--- src/rtl/kbd_csr_ctrl.sv ---
// kbd_csr_ctrl: CPU-side controller for the PS/2 keyboard interface.
// Drains key codes from the interface into a type-ahead FIFO, exposes them
// through the BK keyboard CSR (177660) and data register (177662), and
// raises the keyboard interrupt (vector 060, or 0274 for AR2 keys).
//
// Capture FSM states:
//   state   | meaning
//   --------+-----------------------------------------------------------
//   ST_IDLE | waiting for kbd_available with room in the FIFO
//   ST_TAKE | read_kb pulse; {ar2, ascii} pushed into the FIFO
//   ST_CLR  | waiting for the interface to drop its stale kbd_available
module kbd_csr_ctrl #(
    parameter int         FIFO_DEPTH = 4,
    parameter logic [7:0] VEC_NORMAL = 8'o060,
    parameter logic [7:0] VEC_AR2    = 8'o274
) (
    input  logic                        mclk25,
    input  logic                        reset_in,
    input  logic                        kbd_available,
    input  logic [6:0]                  ascii,
    input  logic                        ar2,
    input  logic                        key_down,
    output logic                        read_kb,
    input  logic                        bus_sel_csr,
    input  logic                        bus_sel_data,
    input  logic                        bus_rd,
    input  logic                        bus_wr,
    input  logic [15:0]                 bus_wdata,
    output logic [15:0]                 bus_rdata,
    output logic                        irq,
    output logic [7:0]                  irq_vector,
    input  logic                        irq_ack,
    output logic                        key_pressed,
    output logic [$clog2(FIFO_DEPTH):0] fifo_level
);

    localparam int AW = $clog2(FIFO_DEPTH);
    localparam logic [AW:0]   FULL_CNT = (AW + 1)'(FIFO_DEPTH);
    localparam logic [AW:0]   CNT_ONE  = 1;
    localparam logic [AW-1:0] PTR_ONE  = 1;

    typedef enum logic [1:0] {
        ST_IDLE = 2'd0,
        ST_TAKE = 2'd1,
        ST_CLR  = 2'd2
    } state_t;

    state_t        state;
    state_t        state_nxt;

    logic [7:0]    mem [FIFO_DEPTH];
    logic [AW-1:0] wr_ptr;
    logic [AW-1:0] rd_ptr;
    logic [AW:0]   count;
    logic [AW:0]   count_nxt;

    logic          mask;
    logic          mask_nxt;
    logic          pending;
    logic          pending_nxt;
    logic [6:0]    hold;

    logic          empty;
    logic          full;
    logic          push;
    logic          pop;
    logic          csr_wr;
    logic          irq_set;
    logic          irq_clr;
    logic [7:0]    head;

    assign empty = (count == '0);
    assign full  = (count == FULL_CNT);
    assign head  = mem[rd_ptr];

    // The CSR select has priority, so a data pop only happens when it alone is selected.
    assign pop    = bus_sel_data && !bus_sel_csr && bus_rd && !empty;
    assign csr_wr = bus_sel_csr && bus_wr;
    assign push   = read_kb;

    // Capture FSM state register.
    always_ff @(posedge mclk25) begin
        if (reset_in) begin
            state <= ST_IDLE;
        end else begin
            state <= state_nxt;
        end
    end

    // Capture FSM next-state logic.
    always_comb begin
        state_nxt = state;
        case (state)
            ST_IDLE: begin
                if (kbd_available && !full) begin
                    state_nxt = ST_TAKE;
                end
            end
            ST_TAKE: begin
                state_nxt = ST_CLR;
            end
            ST_CLR: begin
                if (!kbd_available) begin
                    state_nxt = ST_IDLE;
                end
            end
            default: begin
                state_nxt = ST_IDLE;
            end
        endcase
    end

    // Capture FSM outputs: the acknowledge is exactly the TAKE cycle.
    always_comb begin
        read_kb = (state == ST_TAKE);
    end

    // Occupancy, mask and interrupt-pending next values.
    always_comb begin
        count_nxt = count;
        if (push && !pop) begin
            count_nxt = count + CNT_ONE;
        end else if (pop && !push) begin
            count_nxt = count - CNT_ONE;
        end

        mask_nxt = csr_wr ? bus_wdata[6] : mask;

        // New-entry and leftover-entry events only count if the resulting mask is open.
        irq_set = (!mask_nxt && ((push && empty) || (pop && (count_nxt != '0))))
                || (csr_wr && mask && !bus_wdata[6] && !empty);
        irq_clr = irq_ack || pop || (csr_wr && bus_wdata[6]);

        pending_nxt = pending;
        if (irq_set) begin
            pending_nxt = 1'b1;
        end else if (irq_clr) begin
            pending_nxt = 1'b0;
        end
    end

    // Control registers: pointers, occupancy, mask, pending, hold, key_pressed.
    always_ff @(posedge mclk25) begin
        if (reset_in) begin
            wr_ptr      <= '0;
            rd_ptr      <= '0;
            count       <= '0;
            mask        <= 1'b0;
            pending     <= 1'b0;
            hold        <= '0;
            key_pressed <= 1'b0;
        end else begin
            if (push) begin
                wr_ptr <= wr_ptr + PTR_ONE;
            end
            if (pop) begin
                rd_ptr <= rd_ptr + PTR_ONE;
                hold   <= head[6:0];
            end
            count       <= count_nxt;
            mask        <= mask_nxt;
            pending     <= pending_nxt;
            key_pressed <= key_down;
        end
    end

    // FIFO storage; contents need no reset since occupancy gates every use.
    always_ff @(posedge mclk25) begin
        if (push) begin
            mem[wr_ptr] <= {ar2, ascii};
        end
    end

    // Bus read mux, combinational from the selects.
    always_comb begin
        bus_rdata = '0;
        if (bus_sel_csr) begin
            bus_rdata = {8'b0, !empty, mask, 6'b0};
        end else if (bus_sel_data) begin
            bus_rdata = {9'b0, (empty ? hold : head[6:0])};
        end
    end

    // Interrupt outputs; the head only moves on a pop, which also clears or re-arms pending.
    always_comb begin
        irq        = pending;
        irq_vector = head[7] ? VEC_AR2 : VEC_NORMAL;
        fifo_level = count;
    end

endmodule

--- config.mk ---
export PLATFORM = sky130hd
export DESIGN_NAME = kbd_csr_ctrl
export DESIGN_NICKNAME = d
export VERILOG_FILES = /design/src/rtl/kbd_csr_ctrl.sv
export SDC_FILE = /design/constraint.sdc
export NUM_CORES = 1
export LEC_CHECK = 0
export CAP_MARGIN = 25
export CORE_MARGIN = 2
export CORE_UTILIZATION = 48
export DETAILED_ROUTE_END_ITERATION = 8
export PLACE_DENSITY_LB_ADDON = 0.12
export SETUP_SLACK_MARGIN = 0.1
export SLEW_MARGIN = 20
export SYNTH_ARGS = -nofsm -noshare
export SYNTH_HDL_FRONTEND = slang
export SYNTH_SLANG_ARGS = --single-unit
export TNS_END_PERCENT = 5
--- constraint.sdc ---
create_clock -name mclk25 -period 2.1 [get_ports mclk25]
set_input_delay 0.525 -clock mclk25 [delete_from_list [all_inputs] [get_ports mclk25]]
set_output_delay 0.525 -clock mclk25 [all_outputs]
set_load 0.02 [all_outputs]
==> impl_metrics.ini <==
[routing]
viasPerCell = 4.947
ant_nets = 0
drt_iter0_markers = 77
avgRoutedWirePerCell_um = 14.69
dr.pass1.iters = 4
routed_wl_mm = 4.685
via_count = 1578
drc_errors = 0

[layout]
antenna_cells = 0
final_nets = 291
drive_above_1_share = 0.3135
final.fill_count = 393
syn_to_final_growth_pct = 27.53

[timing]
maxSlewViolCount = 0
rsz0062_at_grt = yes
period_needed_ns = 2.151
hold_viol = 0
final.setup.tns_ns = -0.2950
whs_ns = 0.4608
finalSetupViolations = 10
max_freq_mhz = 464.9
finClkSkew_ns = 0.006504
final.period_utilization = 1.024
setup_ws_ns = -0.05080

[clocking]
root_buffer = clkbuf_8
cts_tree = built
cts_sinks = 53
numCtsBuffers = 5
cts_max_level = 2
clkTransAtPathRegs_ns = 0.09
clk_latency_ns = 0.30
clk_path_buf_depth = 2

[outcome]
violations = negative setup slack
status = finished with violations

[synthesis]
synth_top_family_by_area = simple AND/OR/NAND/NOR gates
synth_ff_type = edfxtp_1
yosys.area.top_type_share = 0.3981
synth_area_leaders = edfxtp_1 40%, dfxtp_1 17%, mux4_2 7.5%
syn-mean-instance-area_um2 = 12.25
ys_seq_area_frac = 0.5723
synth_compound_area_frac = 0.06117
synth_seq_cells = 53
synth_edf_count = 32
synth_cell_types = 34
synth_mux_area_frac = 0.08813
synth-adder-area-share = 0.03629
async_flop_share = 0
synth-simple-area-share = 0.1353
yosysTopAreaCell = edfxtp_1
synthXorXnorAreaFrac = 0.02177
synth_area_mm2 = 0.002414
synthCells = 197
ys_warn_count = 0

[min_path]
min_from = hold[0]
hold_class = flip-flop to flip-flop

[power]
power_per_cell_area_mw_per_mm2 = 843.5
peakVddDrop_mv = 0.4887
p_leak_uw = 0.001155

[die]
num_rows = 25
start_util = 0.5043
core_area_mm2 = 0.004786
die_w_um = 74.91
io_pins = 63
die_y_um = 74.91
die_area_mm2 = 0.005612

[critical_path]
criticalPathCategory = flip-flop to primary output
r2r_start = fifo_level[0]
cpPeakStageDelay_ns = 0.55
crit_required_ns = 1.57
crit_arrival_ns = 1.63
reg2reg_slack_ns = 0.42
cp_slowest_cell = mux4_2
critPathLaunchType = flip-flop
critPathCaptureType = primary output
critPathMaxFanout = 8
path_cells = buf_12 > mux4_2 > nand3_2 > nand2_1 > buf_6

[global_route]
grt_overflow_total = 0
grt_max_degree = 17
track_usage = 0.1807
antenna_found_initial = 0
first_global_vias = 1503
grt_pass1_wl_mm = 7.376

[run]
cap_violations = 0

[place]
gp_congestion = 0.7736
portBuffers = 34
dp_hpwl_mm = 3.370
cell families after synthesis:
logic type / after synthesis
compound gates: 25
xor+xnor: 6
fa+ha+maj: 7
buf+inv: 30
flops: 53
mux: 11
other cells: 2
simple gates: 63
worst max-delay path, delay by kind of cell (launching register included):
kind	cells	cell delay (ns)
and+or+nand+nor	2	0.16
muxes	1	0.55
DFF	1	0.35
buffers and inverters	2	0.26
per-layer routing:
layer | track usage | part of all wire | vias up
met5 | 0 | 0 | -
met4 | 0.07143 | 0.015 | 0
met3 | 0.04016 | 0.027 | 6
met2 | 0.2943 | 0.52 | 32
met1 | 0.2361 | 0.44 | 772
li1 | - | - | 768
per-stage QoR:
stage / power [uW] / util / cell area, um^2 / setup WS [ns] / cells
after floorplan: 1618 / - / 2455 / 0.1141 / 208
after detailed placement: 1849 / 0.6005 / 2874 / -0.5063 / 306
final: 2596 / 0.6431 / 3078 / -0.05080 / 319
after global placement: 1835 / 0.6005 / 2874 / -0.4842 / 306
after global routing: 2723 / 0.6431 / 3078 / -0.1095 / 319
after CTS: 2517 / 0.6175 / 2955 / -0.08308 / 314
cell usage after synthesis, types with 2 or more instances:
library cell	count
a32oi_1	2
nand4_1	2
buf_4	16
nand3_1	2
a21oi_1	19
mux4_2	8
inv_1	5
dfxtp_1	21
buf_6	3
nand2b_1	3
o21ai_1	2
nand3b_1	2
nor2_1	6
nand2_1	33
conb_1	2
nor2b_1	4
xnor2_1	6
and2_1	5
clkbuf_1	3
buf_2	2
edfxtp_1	32
ha_1	7
path summary, 6_finish.rpt:
check	end	cells past startpoint
worst min register to register	hold[0]	2
worst min-delay path	hold[0]	2
worst max-delay path	bus_rdata[6]	5
worst max register to register	irq	8
power breakdown:
group          switching, uW  internal [uW]
sequential              23.4           1150
combinational            382            361
clock                    322            358
state kept, by name (all words and copies together), names as in the netlist, named ones only:
| name | cells |
|---|---|
| fifo_level | 3 |
| hold | 7 |
| irq | 1 |
| key_pressed | 1 |
| mask | 1 |
| mem | 32 |
| rd_ptr | 2 |
| state | 2 |
| wr_ptr | 2 |
cells in the final DEF, fill, tap and decap left out, drive strengths merged, types with 3 or more instances in the layout:
cell type,synthesis,routed
nand2b,4,4
clkbuf,3,6
a21oi,19,19
clkdlybuf4s50,0,20
nor2b,4,4
and2,5,5
buf,21,37
mux4,8,8
dfxtp,21,21
conb,2,13
edfxtp,32,32
nand2,33,33
nand3,3,3
inv,6,6
xnor2,6,6
ha,7,7
nor2,7,7
layout make-up:
type,count,area (um^2),area share
repair buffers,60,533.0,0.1732
well taps,67,83.83,0.02724
multi-input cells,125,942.2,0.3061
clock buffers,6,72.57,0.02358
inverters,6,22.52,0.007317
clock inverters,2,38.79,0.01260
flip-flops and latches,53,1385,0.4500
what timing repair did:
item / in CTS / in global routing
hold buffers: 0 / 0
pin swaps: 4 / 6
resized for setup: 55 / 26
endpoints found under the setup margin: 12 / 12
setup buffers: 0 / 5
Power figures use the tool's default switching activity.
